==> src/rtl/onehot_stream_pkg.sv <==
// Shared types and helpers for the one-hot to binary stream encoder.
package onehot_stream_pkg;

  typedef enum logic {
    ENC_OR,
    ENC_PRIO
  } enc_mode_e;

  function automatic int unsigned bin_width(int unsigned onehot_width);
    return (onehot_width <= 1) ? 1 : $clog2(onehot_width);
  endfunction

endpackage

==> src/rtl/lzc.sv <==
// Leading/trailing zero counter; MODE=0 counts trailing zeros, MODE=1 leading zeros.
module lzc #(
  parameter int unsigned WIDTH     = 2,
  parameter bit          MODE      = 1'b0,
  parameter int unsigned CNT_WIDTH = (WIDTH <= 1) ? 1 : $clog2(WIDTH)
) (
  input  logic [WIDTH-1:0]     in_i,
  output logic [CNT_WIDTH-1:0] cnt_o
);

  // Scan from the far end so the last hit is the one nearest the counted edge.
  always_comb begin
    cnt_o = '0;
    for (int i = WIDTH - 1; i >= 0; i--) begin
      if (MODE ? in_i[WIDTH-1-i] : in_i[i]) begin
        cnt_o = CNT_WIDTH'(i);
      end
    end
  end

endmodule

==> src/rtl/onehot_enc_lane.sv <==
// Combinational single-channel one-hot encoder producing index, zero and multi-hot flags.
module onehot_enc_lane
  import onehot_stream_pkg::*;
#(
  parameter int unsigned ONEHOT_WIDTH = 16,
  parameter enc_mode_e   MODE         = ENC_OR,
  parameter int unsigned BIN_WIDTH    = bin_width(ONEHOT_WIDTH)
) (
  input  logic [ONEHOT_WIDTH-1:0] onehot_i,
  output logic [BIN_WIDTH-1:0]    bin_o,
  output logic                    zero_o,
  output logic                    multi_o
);

  if (ONEHOT_WIDTH == 1) begin : g_single
    assign bin_o   = '0;
    assign zero_o  = ~onehot_i[0];
    assign multi_o = 1'b0;
  end else begin : g_wide
    assign zero_o  = ~|onehot_i;
    // Clearing the lowest set bit leaves something only if two or more were set.
    assign multi_o = |(onehot_i & (onehot_i - ONEHOT_WIDTH'(1)));

    if (MODE == ENC_PRIO) begin : g_prio
      lzc #(
        .WIDTH    (ONEHOT_WIDTH),
        .MODE     (1'b0),
        .CNT_WIDTH(BIN_WIDTH)
      ) u_lzc (
        .in_i (onehot_i),
        .cnt_o(bin_o)
      );
    end else begin : g_or
      always_comb begin
        bin_o = '0;
        for (int unsigned i = 0; i < ONEHOT_WIDTH; i++) begin
          if (onehot_i[i]) begin
            bin_o = bin_o | BIN_WIDTH'(i);
          end
        end
      end
    end
  end

endmodule

==> src/rtl/onehot_to_bin_stream.sv <==
// Registered multi-channel one-hot to binary encoder with valid/ready handshake
// and a saturating multi-hot error counter.
module onehot_to_bin_stream
  import onehot_stream_pkg::*;
#(
  parameter int unsigned ONEHOT_WIDTH  = 16,
  parameter int unsigned NUM_CH        = 1,
  parameter int unsigned PRIO_MODE     = 0,
  parameter int unsigned ERR_CNT_WIDTH = 8,
  parameter int unsigned BIN_WIDTH     = bin_width(ONEHOT_WIDTH)
) (
  input  logic                           clk_i,
  input  logic                           rst_ni,
  input  logic                           clr_i,
  input  logic                           valid_i,
  output logic                           ready_o,
  input  logic [NUM_CH*ONEHOT_WIDTH-1:0] onehot_i,
  output logic                           valid_o,
  input  logic                           ready_i,
  output logic [NUM_CH*BIN_WIDTH-1:0]    bin_o,
  output logic [NUM_CH-1:0]              zero_o,
  output logic [NUM_CH-1:0]              multi_o,
  output logic [ERR_CNT_WIDTH-1:0]       err_cnt_o,
  output logic                           err_sticky_o
);

  localparam enc_mode_e Mode = (PRIO_MODE != 0) ? ENC_PRIO : ENC_OR;

  logic [NUM_CH*BIN_WIDTH-1:0] bin_d, bin_q;
  logic [NUM_CH-1:0]           zero_d, zero_q;
  logic [NUM_CH-1:0]           multi_d, multi_q;
  logic                        valid_q;
  logic [ERR_CNT_WIDTH-1:0]    err_cnt_d, err_cnt_q;
  logic                        err_sticky_d, err_sticky_q;
  logic                        accept;

  for (genvar c = 0; c < NUM_CH; c++) begin : g_lane
    onehot_enc_lane #(
      .ONEHOT_WIDTH(ONEHOT_WIDTH),
      .MODE        (Mode),
      .BIN_WIDTH   (BIN_WIDTH)
    ) u_lane (
      .onehot_i(onehot_i[c*ONEHOT_WIDTH +: ONEHOT_WIDTH]),
      .bin_o   (bin_d[c*BIN_WIDTH +: BIN_WIDTH]),
      .zero_o  (zero_d[c]),
      .multi_o (multi_d[c])
    );
  end

  assign ready_o = ~valid_q | ready_i;
  assign accept  = valid_i & ready_o;

  // Clear takes priority over a same-cycle erroneous accept.
  always_comb begin
    err_cnt_d    = err_cnt_q;
    err_sticky_d = err_sticky_q;
    if (clr_i) begin
      err_cnt_d    = '0;
      err_sticky_d = 1'b0;
    end else if (accept && |multi_d) begin
      err_sticky_d = 1'b1;
      if (err_cnt_q != '1) begin
        err_cnt_d = err_cnt_q + ERR_CNT_WIDTH'(1);
      end
    end
  end

  always_ff @(posedge clk_i) begin
    if (!rst_ni) begin
      valid_q      <= 1'b0;
      bin_q        <= '0;
      zero_q       <= '0;
      multi_q      <= '0;
      err_cnt_q    <= '0;
      err_sticky_q <= 1'b0;
    end else begin
      if (accept) begin
        valid_q <= 1'b1;
        bin_q   <= bin_d;
        zero_q  <= zero_d;
        multi_q <= multi_d;
      end else if (ready_i) begin
        valid_q <= 1'b0;
      end
      err_cnt_q    <= err_cnt_d;
      err_sticky_q <= err_sticky_d;
    end
  end

  assign valid_o      = valid_q;
  assign bin_o        = bin_q;
  assign zero_o       = zero_q;
  assign multi_o      = multi_q;
  assign err_cnt_o    = err_cnt_q;
  assign err_sticky_o = err_sticky_q;

endmodule

==> config.mk <==
export PLATFORM = sky130hd
export DESIGN_NAME = onehot_to_bin_stream
export DESIGN_NICKNAME = d
export VERILOG_FILES = /design/src/rtl/onehot_stream_pkg.sv /design/src/rtl/lzc.sv /design/src/rtl/onehot_enc_lane.sv /design/src/rtl/onehot_to_bin_stream.sv
export SDC_FILE = /design/constraint.sdc
export NUM_CORES = 1
export LEC_CHECK = 0
export CORE_UTILIZATION = 42
export DETAILED_ROUTE_END_ITERATION = 8
export PLACE_DENSITY = 0.76
export SLEW_MARGIN = 15
export SYNTH_ARGS = -nofsm -noshare
export SYNTH_HDL_FRONTEND = slang
export SYNTH_HIERARCHICAL = 1
export SYNTH_SLANG_ARGS = --single-unit
==> constraint.sdc <==
create_clock -name clk_i -period 3.2 [get_ports clk_i]
set_input_delay 0.64 -clock clk_i [delete_from_list [all_inputs] [get_ports clk_i]]
set_output_delay 0.64 -clock clk_i [all_outputs]
set_load 0.005 [all_outputs]
After elaboration in Yosys (flattened, before gate mapping)
Cells that the tools add are included.
{"block": "totals", "register_bits": 16, "in_bits": 21, "out_inout_bits": 17, "wordCells": 38}
{"block": "op_classes", "addsub": 2, "n_eq_ne": 1, "muxes": 17, "bitwise": 5, "n_reduce_logical": 7}
{"cell": "4-bit two-way mux", "n": 8}
{"cell": "16-bit OR reduction", "n": 2}
{"cell": "16-bit bitwise AND", "n": 1}
{"cell": "16-bit by 1-bit subtractor with 16-bit output, second input constant", "n": 1}
{"cell": "3-bit two-way mux", "n": 4}
{"cell": "8-bit by 1-bit adder with 8-bit output, second input constant", "n": 1}
{"cell": "8-bit != test, second input constant", "n": 1}
{"cell": "2-bit two-way mux", "n": 2}
{"cell": "1-bit two-way mux", "n": 3}
{"cell": "1-bit inverter", "n": 2}
{"cell": "2-bit AND reduction", "n": 1}
{"cell": "2-bit nonzero test", "n": 1}
{"cell": "2-bit OR reduction", "n": 1}
{"cell": "1-bit bitwise AND", "n": 1}
{"cell": "1-bit logical AND", "n": 1}
{"cell": "1-bit logical NOT", "n": 1}
{"cell": "1-bit OR", "n": 1}

Logic depth before layout (Yosys ltp)
Gate-level depths: netlist (run 1).
{"block": "depth", "word_depth": 15, "ltp_mapped": 9, "mapped_depth_nobuf": 9}

Hierarchy
Netlist (run 1), hierarchy kept.
{"module": "onehot_to_bin_stream", "instances": 1, "cells_each": 80, "area_each_um2": 715.7, "seq_area_each_um2": 320.3}
{"module": "onehot_enc_lane", "instances": 1, "cells_each": 34, "area_each_um2": 217.7, "seq_area_each_um2": 0.0}

Least setup slack after synthesis (run 1)
No wires, ideal clock.
{"block": "synth_path", "path_kind": "input to register", "start": "in onehot_i[9]", "end": "reg err_cnt_q[6] (netlist: err_cnt_o[6])", "setup_ns": 0.086, "t_arrival_ns": 2.481, "required_time_ns": 3.114, "setup_slack_ns": 0.634, "stages": 7, "path_buffers": 0, "path_cell_list": "or4_4 o32ai_2 nand4_1 or4_1 nand3_2 nor4_1 a211oi_1"}
{"block": "synth_via", "elab_chain_len": 5}
{"element": "start, declared", "line": "onehot_to_bin_stream.sv:17", "rtl": "input logic [NUM_CH*ONEHOT_WIDTH-1:0] onehot_i,"}
{"element": "16-bit by 1-bit subtractor with 16-bit output", "line": "onehot_enc_lane.sv:22", "rtl": "assign multi_o = |(onehot_i & (onehot_i - ONEHOT_WIDTH'(1)));"}
{"element": "16-bit bitwise AND (*)", "line": "onehot_enc_lane.sv:22"}
{"element": "16-bit OR reduction (*)", "line": "onehot_enc_lane.sv:22"}
{"element": "named net multi_d", "line": "onehot_to_bin_stream.sv:31", "rtl": "logic [NUM_CH-1:0] multi_d, multi_q;"}
{"element": "1-bit logical AND (*)", "line": "onehot_to_bin_stream.sv:60", "rtl": "end else if (accept && |multi_d) begin"}
{"element": "2-bit AND reduction (no line) (*)"}
{"element": "end signal, assigned", "line": "onehot_to_bin_stream.sv:85", "rtl": "err_cnt_q <= err_cnt_d;"}
{"element": "end, declared", "line": "onehot_to_bin_stream.sv:33", "rtl": "logic [ERR_CNT_WIDTH-1:0] err_cnt_d, err_cnt_q;"}
Mark *: on every way through the listed nets, which the timed path passes. The rest lies on a longest branch.
A chain may end at the register's enable or synchronous reset.

Worst setup path after layout (run 1)
{"block": "layout_path", "start": "in onehot_i[8]", "end": "reg err_cnt_q[6] (netlist: err_cnt_o[6])"}
The elaborated chain is that of the path after synthesis.

==> results of run 1 <==
==> cells in the mapped netlist, drive strengths merged (2+ instances only) <==
library cell	n
o21ai	6
nor3	4
a21oi	6
a211oi	5
nor2b	3
o311ai	2
or3	3
or4	3
nand3	13
o41ai	4
nand4	2
dfxtp	16
nor2	11
inv	2
a21boi	6
nor4	5
nand2	13
==> kinds of logic after synthesis <==
logic type / after synthesis / share of synthesized area
AND/OR/NAND/NOR: 59 / 0.355
AO/OA/AOI/OAI: 33 / 0.253
flip-flops: 16 / 0.343
buffers and inverters: 4 / 0.0241
adder cells (fa/ha/maj): 2 / 0.0241
==> sequential cells by signal (all words and copies together) (netlist names) <==
register,flops
valid_o,1
err_sticky_o,1
multi_o,1
bin_o,4
zero_o,1
err_cnt_o,8
==> power by group through the flow <==
stage	Sequential (mW)	Combinational [mW]	Clock (mW)
floorplan	0.215	0.0304	0
global placement	0.214	0.0874	0
detailed placement	0.214	0.0888	0
CTS	0.210	0.0894	0.139
global route	0.211	0.0977	0.146
finish	0.210	0.0891	0.135
==> per-layer routing <==
| layer | wire, µm | share of wire | vias up | global-route usage |
|---|---|---|---|---|
| met1 | 1130 | 0.45 | 495 | 0.282 |
| met4 | 33 | 0.013 | 0 | 0.0735 |
| li1 | - | - | 529 | - |
| met2 | 1180 | 0.47 | 38 | 0.386 |
| met3 | 167 | 0.066 | 4 | 0.0810 |
| met5 | 0 | 0 | - | 0 |
==> cell type report <==
class	instances	area, µm²	area share
multi-input cells	94	591	0.425
clock buffers	4	36.3	0.0261
inverters	2	7.51	0.00541
well taps	27	33.8	0.0243
flip-flops and latches	16	320	0.231
repair buffers	41	400	0.288
==> worst max-delay path, delay by kind of cell <==
family | cells | cell delay (ps)
AOI/OAI and AO/OA | 2 | 470
buffers and inverters | 1 | 460
and+or+nand+nor | 5 | 1510
==> final timing paths <==
path / start / to / slack (ps) / cells after the start
min: bin_o[1] / bin_o[1] / 470 / 2
max reg2reg: err_cnt_o[0] / err_cnt_o[2] / 1640 / 5
max: onehot_i[8] / err_cnt_o[6] / 330 / 8
min reg2reg: bin_o[1] / bin_o[1] / 470 / 2
==> through the flow <==
step	instance area [µm²]	power (mW)	setup slack, ps	cells	hold slack (ps)
2_1_floorplan	933	0.245	634	114	460
3_3_place_gp	1350	0.302	61.4	180	458
3_5_place_dp	1350	0.303	31.6	180	464
4_1_cts	1390	0.439	339	184	481
5_1_grt	1390	0.455	145	184	509
6_report	1390	0.434	327	184	473
==> results by group, run 1 <==
Layout
  – Antenna Cells: 0
  – Commonest non-fill, non-tap cells in the layout: clkdlybuf4s50_1, dfxtp_1, nand2_1, nand3_1, nor2_1
  – Fin util: 0.687
  – Nets: 180
  – Share of layout cells above drive strength 1: 0.108
  – Synthesis-to-finish area growth: 48.8%
  – # fillers: ~180
  – Most common cell after layout, fill and taps aside: clkdlybuf4s50_1

Power
  – Pwr/cell area: approximately 310 nW/µm²
  – Internal: around 330 µW
  – Logic pwr share: 0.205
  – Leak Pwr: 0.463 nW
  – Psw: 108 µW
  – Flop pwr share: 0.484
  – VDD IR max: 0.256 mV
  – Clock power share: 0.311
  – Sw Ratio: 0.249

Timing
  – Final hold violation count: 0
  – Slew @ Worst Pin: 531 ps
  – Slew HR: 0.644
  – F_max: approximately 0.35 GHz
  – Max Slew Vio Count: 0
  – Fin crit share: 0.898
  – Setup Viol. Count Final: 0
  – RSZ-0062 raised after global routing: false
  – Final worst path period need: around 2900 ps
  – Clk_skew: 10.8 ps
  – Final TNS setup: 0 ps

Critical path
  – Worst path arrival time: ~3000 ps
  – CP peak stage delay: around 600 ps
  – CP required: approximately 3400 ps
  – Crit end category: register
  – Worst-path fanout max: 8
  – Crit-path cells: clkdlybuf4s50_1 -> or4_4 -> o32ai_2 -> nand4_1 -> or4_1 -> nand3_2 -> nor4_1 -> a211oi_1
  – CP max-delay cell: or4_1
  – Setup CP Type: input pin to register
  – Crit start category: input pin

Synthesis
  – Distinct cell type count after synthesis: 35
  – Most used DFF post-synth: dfxtp_1
  – Ys Warns: 6
  – Seq/Total Area, Yosys: 0.343
  – Top-area cell type share of the netlist area: 0.343
  – Cell taking the most area after synthesis: dfxtp_1
  – Fraction of registers with async set/reset: 0
  – Average size of a mapped cell: about 8 µm²
  – Post-Syn Instances: between 100 and 150
  – #FFs+latches synth: 16
  – EDFF count, synth: 0
  – Syn_nets: between 100 and 150
  – Mapped cell area: about 930 µm²
  – Synth top area cells: dfxtp_1, nand3_1, a21boi_0

Place
  – Detailed Place HPWL: 2020 µm
  – IO Port Bufs: 37
  – GP Congestion: about 0.91

Drt
  – Antenna viol nets, final: 0
  – WL final: about 2500 µm
  – Routed via count: 1,066
  – Drt first pass iters: 4
  – Vias/cell: slightly below 6
  – Iter 0 DRT Violations: 21
  – Residual DRC count: 0
  – Drt wl/cell: about 14 µm

GRT
  – Vias in the first global route: between 1,000 and 1,500
  – Largest net degree at the start of global routing: 11
  – GRT Residual Overflow: 0
  – Tot GR Track Use: 0.234
  – Initial antenna violation count: 0
  – Global-route wire length before repair: ~4400 µm

Flow run
  – Max-cap violations: 0

CTS
  – H-tree levels: 1
  – Clock tree buffer depth: 2
  – Clock Latency Late Sink: about 290 ps
  – Post-CTS sizing: 0
  – Clock slew at reported path FFs: 100 ps
  – CTS tree: yes
  – Total CTS buffers: 3
  – Hold_buf cts: 0
  – Post-CTS Setup Bufs: 0
  – Clock Sinks: 16
  – Root Driver: clkbuf_4

Status
  – Status: finished, final reports clean

Floorplan
  – Starting Density: 0.462
  – Die X: roughly 49 µm
  – I/O pin cnt: 38
  – Die Footprint: 2410 µm²
  – Die Ht: between 40 and 50 µm
  – Core footprint: just over 2000 µm²
  – Row count: 16

Worst hold path
  – Worst min-delay path class: register to register
Note: power is estimated with default switching activity, not from simulation.
==> inputs of run 2 (changes only) <==
Settings changed: CORE_UTILIZATION 42 to 44, DONT_BUFFER_PORTS from default to 1, PLACE_DENSITY 0.76 to 0.57.
==> results by group, run 2 (synthesized netlist as in run 1, its figures left out) <==
Status
  – Status: finished, final reports clean

GRT
  – GRT Residual Overflow: 0 (unchanged)
  – Vias in the first global route: 802 (-20%)
  – Initial antenna violation count: 0 (unchanged)
  – Largest net degree at the start of global routing: 11 (unchanged)
  – Global-route wire length before repair: 3200 µm (-27%)
  – Tot GR Track Use: 0.200 (-0.0344)

Layout
  – Synthesis-to-finish area growth: 5.90%
  – Commonest non-fill, non-tap cells in the layout: dfxtp_1, nand2_1, nand3_1, nor2_1
  – Most common cell after layout, fill and taps aside: dfxtp_1
  – Max reg flops: 8 (unchanged)
  – Antenna Cells: 0 (unchanged)
  – Nets: 139 (-23%)
  – Non-filler cells, final: 143 (-22%)
  – # fillers: 203 (+12%)
  – Share of layout cells above drive strength 1: 0.112 (+0.00379)
  – Final Cell Area: 988 µm² (-29%)
  – Fin util: 0.499 (-0.188)

Floorplan
  – Starting Density: 0.471 (+0.00933)
  – Core footprint: 1980 µm² (-2.0%)
  – Die X: 48.1 µm (-2.2%)
  – Row count: 16 (unchanged)
  – Die Ht: 48.1 µm (-2.2%)
  – I/O pin cnt: 38 (unchanged)
  – Die Footprint: 2310 µm² (-4.3%)

Worst hold path
  – Worst min-delay path class: input pin to register
  – Hold depth: 1 (-1)
  – Hold wc startpoint: rst_ni
  – Hold Path Sink: valid_o

Timing
  – RSZ-0062 raised after global routing: false
  – Clk_skew: 10.1 ps (-0.673 ps)
  – Slew @ Worst Pin: 487 ps (-44.2 ps)
  – Slew HR: 0.674 (+0.0296)
  – Final hold violation count: 0 (unchanged)
  – Hold Slack: 467 ps (-5.96 ps)
  – F_max: 0.405 GHz (+16%)
  – Setup Viol. Count Final: 0 (unchanged)
  – Final TNS setup: 0 ps (unchanged)
  – Max Slew Vio Count: 0 (unchanged)
  – Fin crit share: 0.772 (-0.126)
  – Final worst path period need: 2470 ps (-403 ps)

Drt
  – Residual DRC count: 0 (unchanged)
  – Drt first pass iters: 4 (unchanged)
  – WL final: 2110 µm (-16%)
  – Antenna viol nets, final: 0 (unchanged)
  – Drt wl/cell: 14.7 µm (+7.6%)
  – Iter 0 DRT Violations: 13 (-38%)
  – Routed via count: 902 (-15%)
  – Vias/cell: 6.31 (+8.9%)

Critical path
  – Worst-path fanout max: 8 (unchanged)
  – Crit end category: register
  – Crit start category: input pin
  – Setup CP Type: input pin to register
  – RR Endpoint: err_cnt_o[4]
  – Reg2Reg Setup Slack: 1660 ps (+20 ps)
  – R2R depth: 5 (unchanged)
  – R2R Path Start: err_cnt_o[0]
  – Worst path arrival time: 2660 ps (-430 ps)
  – CP required: 3390 ps (-30 ps)

Place
  – Post-DP Area: 952 µm² (-30%)
  – Detailed Place HPWL: 1660 µm (-18%)
  – GP Congestion: 0.810 (-11%)
  – Cell Count Post-Placement: 139 (-23%)
  – IO Port Bufs: 0 (-100%)

CTS
  – Post-CTS sizing: 0 (unchanged)
  – Total CTS buffers: 3 (unchanged)
  – Root Driver: clkbuf_4
  – Clock Latency Late Sink: 290 ps (about the same)
  – Hold_buf cts: 0 (unchanged)
  – Clock Sinks: 16 (unchanged)
  – Post-CTS Setup Bufs: 0 (unchanged)
  – Clock slew at reported path FFs: 90 ps (about the same)
  – H-tree levels: 1 (unchanged)
  – CTS tree: yes
  – Clock tree buffer depth: 2 (unchanged)

Power
  – Pwr/cell area: 385 nW/µm² (+23%)
  – VDD IR max: 0.211 mV (-18%)
  – Sw Ratio: 0.237 (-0.0114)
  – Psw: 90.4 µW (-16%)
  – Logic pwr share: 0.086 (-0.119)
  – Internal: 290 µW (-11%)
  – Flop pwr share: 0.555 (+0.071)
  – Clock power share: 0.359 (+0.048)
  – Leak Pwr: 0.305 nW (-34%)

Flow run
  – Max-cap violations: 0 (unchanged)
==> run 2: cell count changes in the layout (fill, tap and decap cells not counted), sizes merged <==
cell / change
clkdlybuf4s50: -37
buf: -4
==> run 2: how the worst max path moves through the flow <==
| stage | from | endpoint | cells past startpoint |
|---|---|---|---|
| after floorplan | onehot_i[9] | err_cnt_o[6] | 7 |
| after global placement | onehot_i[9] | err_cnt_o[6] | 7 |
| after detailed placement | onehot_i[9] | err_cnt_o[6] | 7 |
| after CTS | onehot_i[9] | err_cnt_o[6] | 7 |
| after global routing | onehot_i[5] | err_cnt_o[6] | 8 |
| final | onehot_i[9] | err_cnt_o[6] | 7 |
==> run 2: critical path, cell delays in order <==
cell and delay [ps]:
or4_4 550, o32ai_2 270, nand4_1 100, or4_1 590, nand3_2 170, nor4_1 70, a211oi_1 270
==> run 2: per-stage QoR <==
step / worst slack (ps) / total power [mW]
floorplan: 634 / 0.245
global placement: 540 / 0.248
detailed placement: 441 / 0.249
CTS: 738 / 0.385
global route: 542 / 0.397
finish: 730 / 0.381
==> run 2: area by class of cell <==
cell class	instances	area, µm²	share of cell area
Multi-Input combinational cell	94	591	0.597
Sequential cell	16	320	0.324
Clock buffer	4	36.3	0.0367
Tap cell	27	33.8	0.0342
Inverter	2	7.51	0.00759
==> run 2: power by group through the flow <==
stage	sequential (mW)	clock, mW	combinational [mW]
2_1_floorplan	0.215	0	0.0304
3_3_place_gp	0.216	0	0.0325
3_5_place_dp	0.216	0	0.0328
4_1_cts	0.211	0.141	0.0328
5_1_grt	0.213	0.147	0.0373
6_report	0.211	0.137	0.0326
==> run 2: per-layer routing <==
metal  vias up  track usage  share of wire
li1        445            -              -
met1       418        0.230           0.43
met2        34        0.335           0.48
met3         5       0.0830          0.077
met4         0       0.0611          0.010
met5         -            0              0
